==> config.mk <==
export PLATFORM = sky130hd
export DESIGN_NAME = beam_combiner
export DESIGN_NICKNAME = d
export VERILOG_FILES = /design/src/rtl/beam_pkg.sv /design/src/rtl/axis_skid_buffer.sv /design/src/rtl/beam_combiner.sv
export SDC_FILE = /design/constraint.sdc
export NUM_CORES = 1
export LEC_CHECK = 0
export ABC_AREA = 1
export CORE_MARGIN = 3
export CORE_UTILIZATION = 46
export DETAILED_ROUTE_END_ITERATION = 8
export HOLD_SLACK_MARGIN = 0.12
export PLACE_DENSITY_LB_ADDON = 0.05
export SLEW_MARGIN = 20
export SYNTH_ARGS = -nofsm -noshare
export SYNTH_HDL_FRONTEND = slang
export SYNTH_SLANG_ARGS = --single-unit
==> constraint.sdc <==
create_clock -name i_clk -period 1.8 [get_ports i_clk]
set_input_delay 0.45 -clock i_clk [delete_from_list [all_inputs] [get_ports i_clk]]
set_output_delay 0.45 -clock i_clk [all_outputs]
set_load 0.01 [all_outputs]
==> src/rtl/beam_pkg.sv <==
// beam_pkg: shared types and constants for the beam ADC combiner.
package beam_pkg;
  localparam int NUM_CH = 3;
  localparam int DATA_W = 32;

  typedef enum logic [1:0] {
    CH0        = 2'd0,
    CH1        = 2'd1,
    CH2        = 2'd2,
    CH_INVALID = 2'd3
  } adc_sel_t;

  typedef enum logic {
    IDLE  = 1'b0,
    BURST = 1'b1
  } comb_state_t;
endpackage

==> src/rtl/axis_skid_buffer.sv <==
// axis_skid_buffer: 2-entry output register slice. The output entry drives the
// sink directly; the skid entry catches the one beat that can arrive after the
// sink stalls. Input ready is simply "skid entry empty", so it comes from a flop.
module axis_skid_buffer #(
  parameter int W = 33
) (
  input  logic         i_clk,
  input  logic         i_rst_n,
  input  logic [W-1:0] i_data,
  input  logic         i_valid,
  output logic         o_ready,
  output logic [W-1:0] o_data,
  output logic         o_valid,
  input  logic         i_ready
);
  logic         out_vld_q, out_vld_d;
  logic [W-1:0] out_dat_q, out_dat_d;
  logic         skd_vld_q, skd_vld_d;
  logic [W-1:0] skd_dat_q, skd_dat_d;
  logic         in_fire, out_fire;

  assign in_fire  = i_valid && !skd_vld_q;
  assign out_fire = out_vld_q && i_ready;

  // Next entry contents: skid refills the output first, then new beats.
  always_comb begin
    out_vld_d = out_vld_q;
    out_dat_d = out_dat_q;
    skd_vld_d = skd_vld_q;
    skd_dat_d = skd_dat_q;
    if (skd_vld_q) begin
      if (out_fire) begin
        out_dat_d = skd_dat_q;
        skd_vld_d = 1'b0;
      end
    end else if (in_fire) begin
      if (!out_vld_q || out_fire) begin
        out_vld_d = 1'b1;
        out_dat_d = i_data;
      end else begin
        skd_vld_d = 1'b1;
        skd_dat_d = i_data;
      end
    end else if (out_fire) begin
      out_vld_d = 1'b0;
    end
  end

  // Entry registers.
  always_ff @(posedge i_clk or negedge i_rst_n) begin
    if (!i_rst_n) begin
      out_vld_q <= 1'b0;
      out_dat_q <= '0;
      skd_vld_q <= 1'b0;
      skd_dat_q <= '0;
    end else begin
      out_vld_q <= out_vld_d;
      out_dat_q <= out_dat_d;
      skd_vld_q <= skd_vld_d;
      skd_dat_q <= skd_dat_d;
    end
  end

  assign o_ready = !skd_vld_q;
  assign o_valid = out_vld_q;
  assign o_data  = out_dat_q;
endmodule

==> src/rtl/beam_combiner.sv <==
// beam_combiner: forwards fixed-length bursts from one of three ADC streams to
// a single framed output stream through a register slice.
// Optional macro BEAM_COMBINER_RR_EN: round-robin channel pick instead of
// i_adc_sel (o_sel_error then stays 0).
module beam_combiner
  import beam_pkg::*;
#(
  parameter int DATA_W    = beam_pkg::DATA_W,
  parameter int BURST_LEN = 16
) (
  input  logic              i_clk,
  input  logic              i_rst_n,
  input  logic [DATA_W-1:0] axis_adc0_tdata,
  input  logic              axis_adc0_tvalid,
  output logic              axis_adc0_tready,
  input  logic [DATA_W-1:0] axis_adc1_tdata,
  input  logic              axis_adc1_tvalid,
  output logic              axis_adc1_tready,
  input  logic [DATA_W-1:0] axis_adc2_tdata,
  input  logic              axis_adc2_tvalid,
  output logic              axis_adc2_tready,
  input  logic [1:0]        i_adc_sel,
  output logic [DATA_W-1:0] axis_sink_tdata,
  output logic              axis_sink_tvalid,
  input  logic              axis_sink_tready,
  output logic              axis_sink_tlast,
  output logic              o_burst_active,
  output logic              o_sel_error
);
  localparam int                CNT_W    = $clog2(BURST_LEN);
  localparam logic [CNT_W-1:0]  LAST_CNT = CNT_W'(BURST_LEN - 1);

  logic [NUM_CH-1:0][DATA_W-1:0] adc_data;
  logic [NUM_CH-1:0]             adc_valid, adc_ready;

  comb_state_t      state_q, state_d;
  adc_sel_t         sel_q, sel_d;
  logic [CNT_W-1:0] cnt_q, cnt_d;
  logic             sel_err_q, sel_err_d;

  logic              skid_in_valid, skid_ready, in_fire;
  logic [DATA_W:0]   skid_in_data, skid_out_data;

`ifdef BEAM_COMBINER_RR_EN
  adc_sel_t   last_q, last_d;
  logic       rr_found;
  adc_sel_t   rr_pick;
  logic [1:0] rr_idx;
`endif

  assign adc_data  = {axis_adc2_tdata, axis_adc1_tdata, axis_adc0_tdata};
  assign adc_valid = {axis_adc2_tvalid, axis_adc1_tvalid, axis_adc0_tvalid};
  assign {axis_adc2_tready, axis_adc1_tready, axis_adc0_tready} = adc_ready;
  assign in_fire = skid_in_valid && skid_ready;

  // FSM state, latched channel, beat counter, error pulse.
  always_ff @(posedge i_clk or negedge i_rst_n) begin
    if (!i_rst_n) begin
      state_q   <= IDLE;
      sel_q     <= CH0;
      cnt_q     <= '0;
      sel_err_q <= 1'b0;
`ifdef BEAM_COMBINER_RR_EN
      last_q    <= CH2;
`endif
    end else begin
      state_q   <= state_d;
      sel_q     <= sel_d;
      cnt_q     <= cnt_d;
      sel_err_q <= sel_err_d;
`ifdef BEAM_COMBINER_RR_EN
      last_q    <= last_d;
`endif
    end
  end

  // Next state: pick a channel in IDLE, count beats in BURST.
  always_comb begin
    state_d   = state_q;
    sel_d     = sel_q;
    cnt_d     = cnt_q;
    sel_err_d = 1'b0;
`ifdef BEAM_COMBINER_RR_EN
    last_d   = last_q;
    rr_found = 1'b0;
    rr_pick  = CH0;
    rr_idx   = 2'd0;
`endif
    case (state_q)
      IDLE: begin
`ifdef BEAM_COMBINER_RR_EN
        // Search upward from last-served+1, wrapping at NUM_CH.
        for (int k = 1; k <= NUM_CH; k++) begin
          rr_idx = 2'((int'(last_q) + k) % NUM_CH);
          if (!rr_found && adc_valid[rr_idx]) begin
            rr_found = 1'b1;
            rr_pick  = adc_sel_t'(rr_idx);
          end
        end
        if (rr_found) begin
          state_d = BURST;
          sel_d   = rr_pick;
          last_d  = rr_pick;
          cnt_d   = '0;
        end
`else
        if (i_adc_sel != 2'(CH_INVALID)) begin
          if (adc_valid[i_adc_sel]) begin
            state_d = BURST;
            sel_d   = adc_sel_t'(i_adc_sel);
            cnt_d   = '0;
          end
        end else if (|adc_valid) begin
          sel_err_d = 1'b1;
        end
`endif
      end
      BURST: begin
        if (in_fire) begin
          cnt_d = cnt_q + CNT_W'(1);
          if (cnt_q == LAST_CNT) state_d = IDLE;
        end
      end
      default: state_d = IDLE;
    endcase
  end

  // Outputs: only the latched channel is ever ready, and only in BURST.
  always_comb begin
    adc_ready      = '0;
    skid_in_valid  = 1'b0;
    o_burst_active = (state_q == BURST);
    skid_in_data   = {adc_data[sel_q], (cnt_q == LAST_CNT)};
    if (state_q == BURST) begin
      adc_ready[sel_q] = skid_ready;
      skid_in_valid    = adc_valid[sel_q];
    end
  end

  assign o_sel_error = sel_err_q;

  axis_skid_buffer #(.W(DATA_W + 1)) u_slice (
    .i_clk   (i_clk),
    .i_rst_n (i_rst_n),
    .i_data  (skid_in_data),
    .i_valid (skid_in_valid),
    .o_ready (skid_ready),
    .o_data  (skid_out_data),
    .o_valid (axis_sink_tvalid),
    .i_ready (axis_sink_tready)
  );

  assign axis_sink_tdata = skid_out_data[DATA_W:1];
  assign axis_sink_tlast = skid_out_data[0];
endmodule

==> metrics <==
first-pass GRT wire length=~21 mm; Ant. Diodes=0; initial antenna violation count=0; VDD IR max=0.9957 mV; HP Class=reg -> reg; Total Routing Usage GR=0.2544; Slew headroom=0.7335; Worst Path Class, Setup=reg -> out; Area growth syn-to-layout=45.31%; clk sink count=76; Worst EP arrival=1.31 ns; CTS Buffer Depth=2; WP data required=between 1 and 1.5 ns; die area=between 0.01 and 0.015 sq mm; Clock Pin Slew Worst Setup and Hold Paths=approximately 0.080 ns; WP buf/inv=3; switching share of power=0.4633; P_sw=5.014 mW; vias in the first global route=around 4400; Die X-Extent=about 100 um; Max-Cap Viols=0; top post-synthesis cells by area=dfrtp_1 (44%), nand2_1 (24%), nand3_1 (16%), o21ai_0 (4.4%), buf_2 (2.0%); leak pwr=3.108 nW; Post-DRT Antenna Nets=0; Finish-stage setup viols=0; Critical Path Source Type=flop; top-area cell type share of the netlist area=0.4410; critical path, cell by cell=inv_2, nor2_4, inv_2, nor3_4, buf_2; RSZ-0062 raised after global routing=true; final hold vios=0; drc violations=0; Synth Warn #=0; Synth cell types=26; maximum number of pins on one net before global-route repair=38; layout cells sized above 1=0.1022; htree depth=3; Cells after Synth=slightly above 600; PortBufs=about 140; pwr/cell area=roughly 1700 mW/mm^2; FMAX=568.9 MHz; DR vias=about 4600; root buffer cell=clkbuf_8; worst slew pin tran=0.3998 ns; Pwr Total=10.82 mW; vias per inst=around 5.3; fin nets=864; Die Span Y=between 100 and 150 um; worst stage delay on the critical path=0.37 ns; TritonCTS clock tree=yes; Clk Latency, worst-skew pair=~0.34 ns; Mapped Area=roughly 0.0043 sq mm; Layout Utilization=0.7015; area of the core=0.008934 sq mm; Worst Setup End Kind=output port; Clock Skews=just under 0.01 ns; clock network fraction of total power=0.116; post-route setup TNS=0 ns; Avg Inst Size Synth=a little over 7 sq um; Comb pwr share=0.617; Synth area leader=dfrtp_1; internal cell power=5.809 mW; I/O pin count=about 140; CP max-delay cell=dfrtp_1; Yosys reg bits=76; Rows=34; Syn Nets=a little over 700; RD Place Congestion=just over 0.8; DR pass1 iterations=4; register area share after synthesis=0.4410; Reg power frac=0.267; per-cell routed wire length=15.14 um; Crit Path Max Fanout=3; Slew Viols, Final=0; CP dominant cell by count=inv_2; DP HPWL=between 9 and 10 mm; 1st-iter DRT viols=~230; Tcrit/Tclk final=0.9765; Initial Utilization=0.4828; crit-path leading delay family=flip-flops; Num CTS Buffers=9; fin crit period=between 1.5 and 2 ns; final wirelength=between 10 and 15 mm; status=finished clean; GR Overflow Total=0
[power groups by stage]
stage | clock network [mW] | logic, mW | registers (mW)
after global placement | 0 | 6.32 | 2.86
final | 1.25 | 6.68 | 2.89
after detailed placement | 0 | 6.47 | 2.88
after global routing | 1.33 | 7.45 | 2.96
after CTS | 1.27 | 6.50 | 2.87
after floorplan | 0 | 3.80 | 2.96
[cell usage in the layout, fill, tap and decap left out, types with 2 or more instances in the layout]
cell / synthesis / routed
nand3_1: 134 / 134
nor2_1: 5 / 5
nand4_1: 2 / 2
dfrtp_1: 76 / 74
clkdlybuf4s50_1: 0 / 137
clkbuf_8: 0 / 9
dfrtp_2: 0 / 2
inv_2: 3 / 4
inv_1: 14 / 12
nor2_4: 0 / 2
buf_6: 6 / 2
buf_12: 0 / 9
o21ai_0: 38 / 38
nand3_2: 2 / 2
clkinv_2: 0 / 3
nand2_1: 275 / 274
nand2_4: 4 / 3
nor3_2: 0 / 2
buf_4: 2 / 28
buf_2: 17 / 3
[per-layer routing]
metal | wire, um | share of wire | GRT usage
met1 | 5568 | 0.42 | 0.3236
met2 | 6682 | 0.51 | 0.4449
met3 | 756 | 0.057 | 0.03721
met4 | 183 | 0.014 | 0.08466
met5 | 0 | 0 | 0
[path summary, 6_finish.rpt]
path	from	endpoint	slack, ns	depth (start not counted)
setup / recovery	o_burst_active$_DFF_PN0_	axis_adc2_tready	0.04	5
min in group asynchronous	i_rst_n	u_slice.o_data[8]$_DFFE_PN0P_	0.56	2
max in group asynchronous	i_rst_n	sel_q[1]$_DFFE_PN0P_	0.69	3
hold reg to reg	u_slice.o_data[25]$_DFFE_PN0P_	u_slice.o_data[25]$_DFFE_PN0P_	0.47	2
hold / removal	u_slice.o_data[25]$_DFFE_PN0P_	u_slice.o_data[25]$_DFFE_PN0P_	0.47	2
setup reg to reg	u_slice.skd_vld_q$_DFF_PN0_	u_slice.o_data[0]$_DFFE_PN0P_	0.11	6
[Yosys cell counts (all sizes together)]
master,instances
nor3,3
dfrtp,76
nand2,279
a21boi,1
o211ai,1
inv,17
clkbuf,17
xor2,1
a21oi,2
nor3b,1
o21ai,38
buf,25
nand3,137
nor2,8
ha,1
nand4,2
[flip-flops by register name (all words and copies together), names as in the netlist]
name               count
u_slice.o_data        33
u_slice.skd_dat_q     33
cnt_q                  4
sel_q                  2
o_burst_active         1
o_sel_error            1
u_slice.o_valid        1
u_slice.skd_vld_q      1
[kinds of logic (layout without fill, tap and decap cells)]
| kind of cell | after synthesis | count (layout) | synth area share |
|---|---|---|---|
| and+or+nand+nor | 430 | 430 | 0.4340 |
| DFF | 76 | 76 | 0.4410 |
| buffers and inverters | 59 | 213 | 0.06933 |
| AOI/OAI and AO/OA | 42 | 42 | 0.05077 |
| xor gates and xnor gates | 1 | 1 | 0.002031 |
| adders and majority gates | 1 | 1 | 0.002901 |
[repair_timing]
item | CTS | global route
cloned | 0 | 0
hold endpoints to repair | 27 | 0
endpoints found under the setup margin | 5 | 73
pin swaps | 0 | 2
buffers inserted | 0 | 5
resized for setup | 17 | 14
hold buffers | 1 | 0
[stage by stage]
stage | hold WS, ns | std cells | area [sq um] | setup slack [ns]
final | 0.4721 | 871 | 6267 | 0.04233
after CTS | 0.4771 | 866 | 6186 | 0.004503
after global routing | 0.4859 | 871 | 6267 | -0.03543
after floorplan | 0.1544 | 609 | 4313 | 0.2305
after detailed placement | 0.3937 | 850 | 5987 | -0.1350
after global placement | 0.3933 | 850 | 5987 | -0.05259
[final cells by class]
type | instances | area [sq um]
fillers | 761 | 2666
multi-input cells | 474 | 2162
flip-flops and latches | 76 | 1904
repair buffers | 181 | 1818
well taps | 108 | 135.1
clock buffers | 10 | 127.6
inverters | 17 | 66.31
clock inverters | 5 | 53.80
[tightest hold or removal path: stages, from the launching register on]
cell	delay (ns)
dfrtp_1	0.35
nand2_1	0.05
nand2_1	0.04
Power figures use the tool's default switching activity.
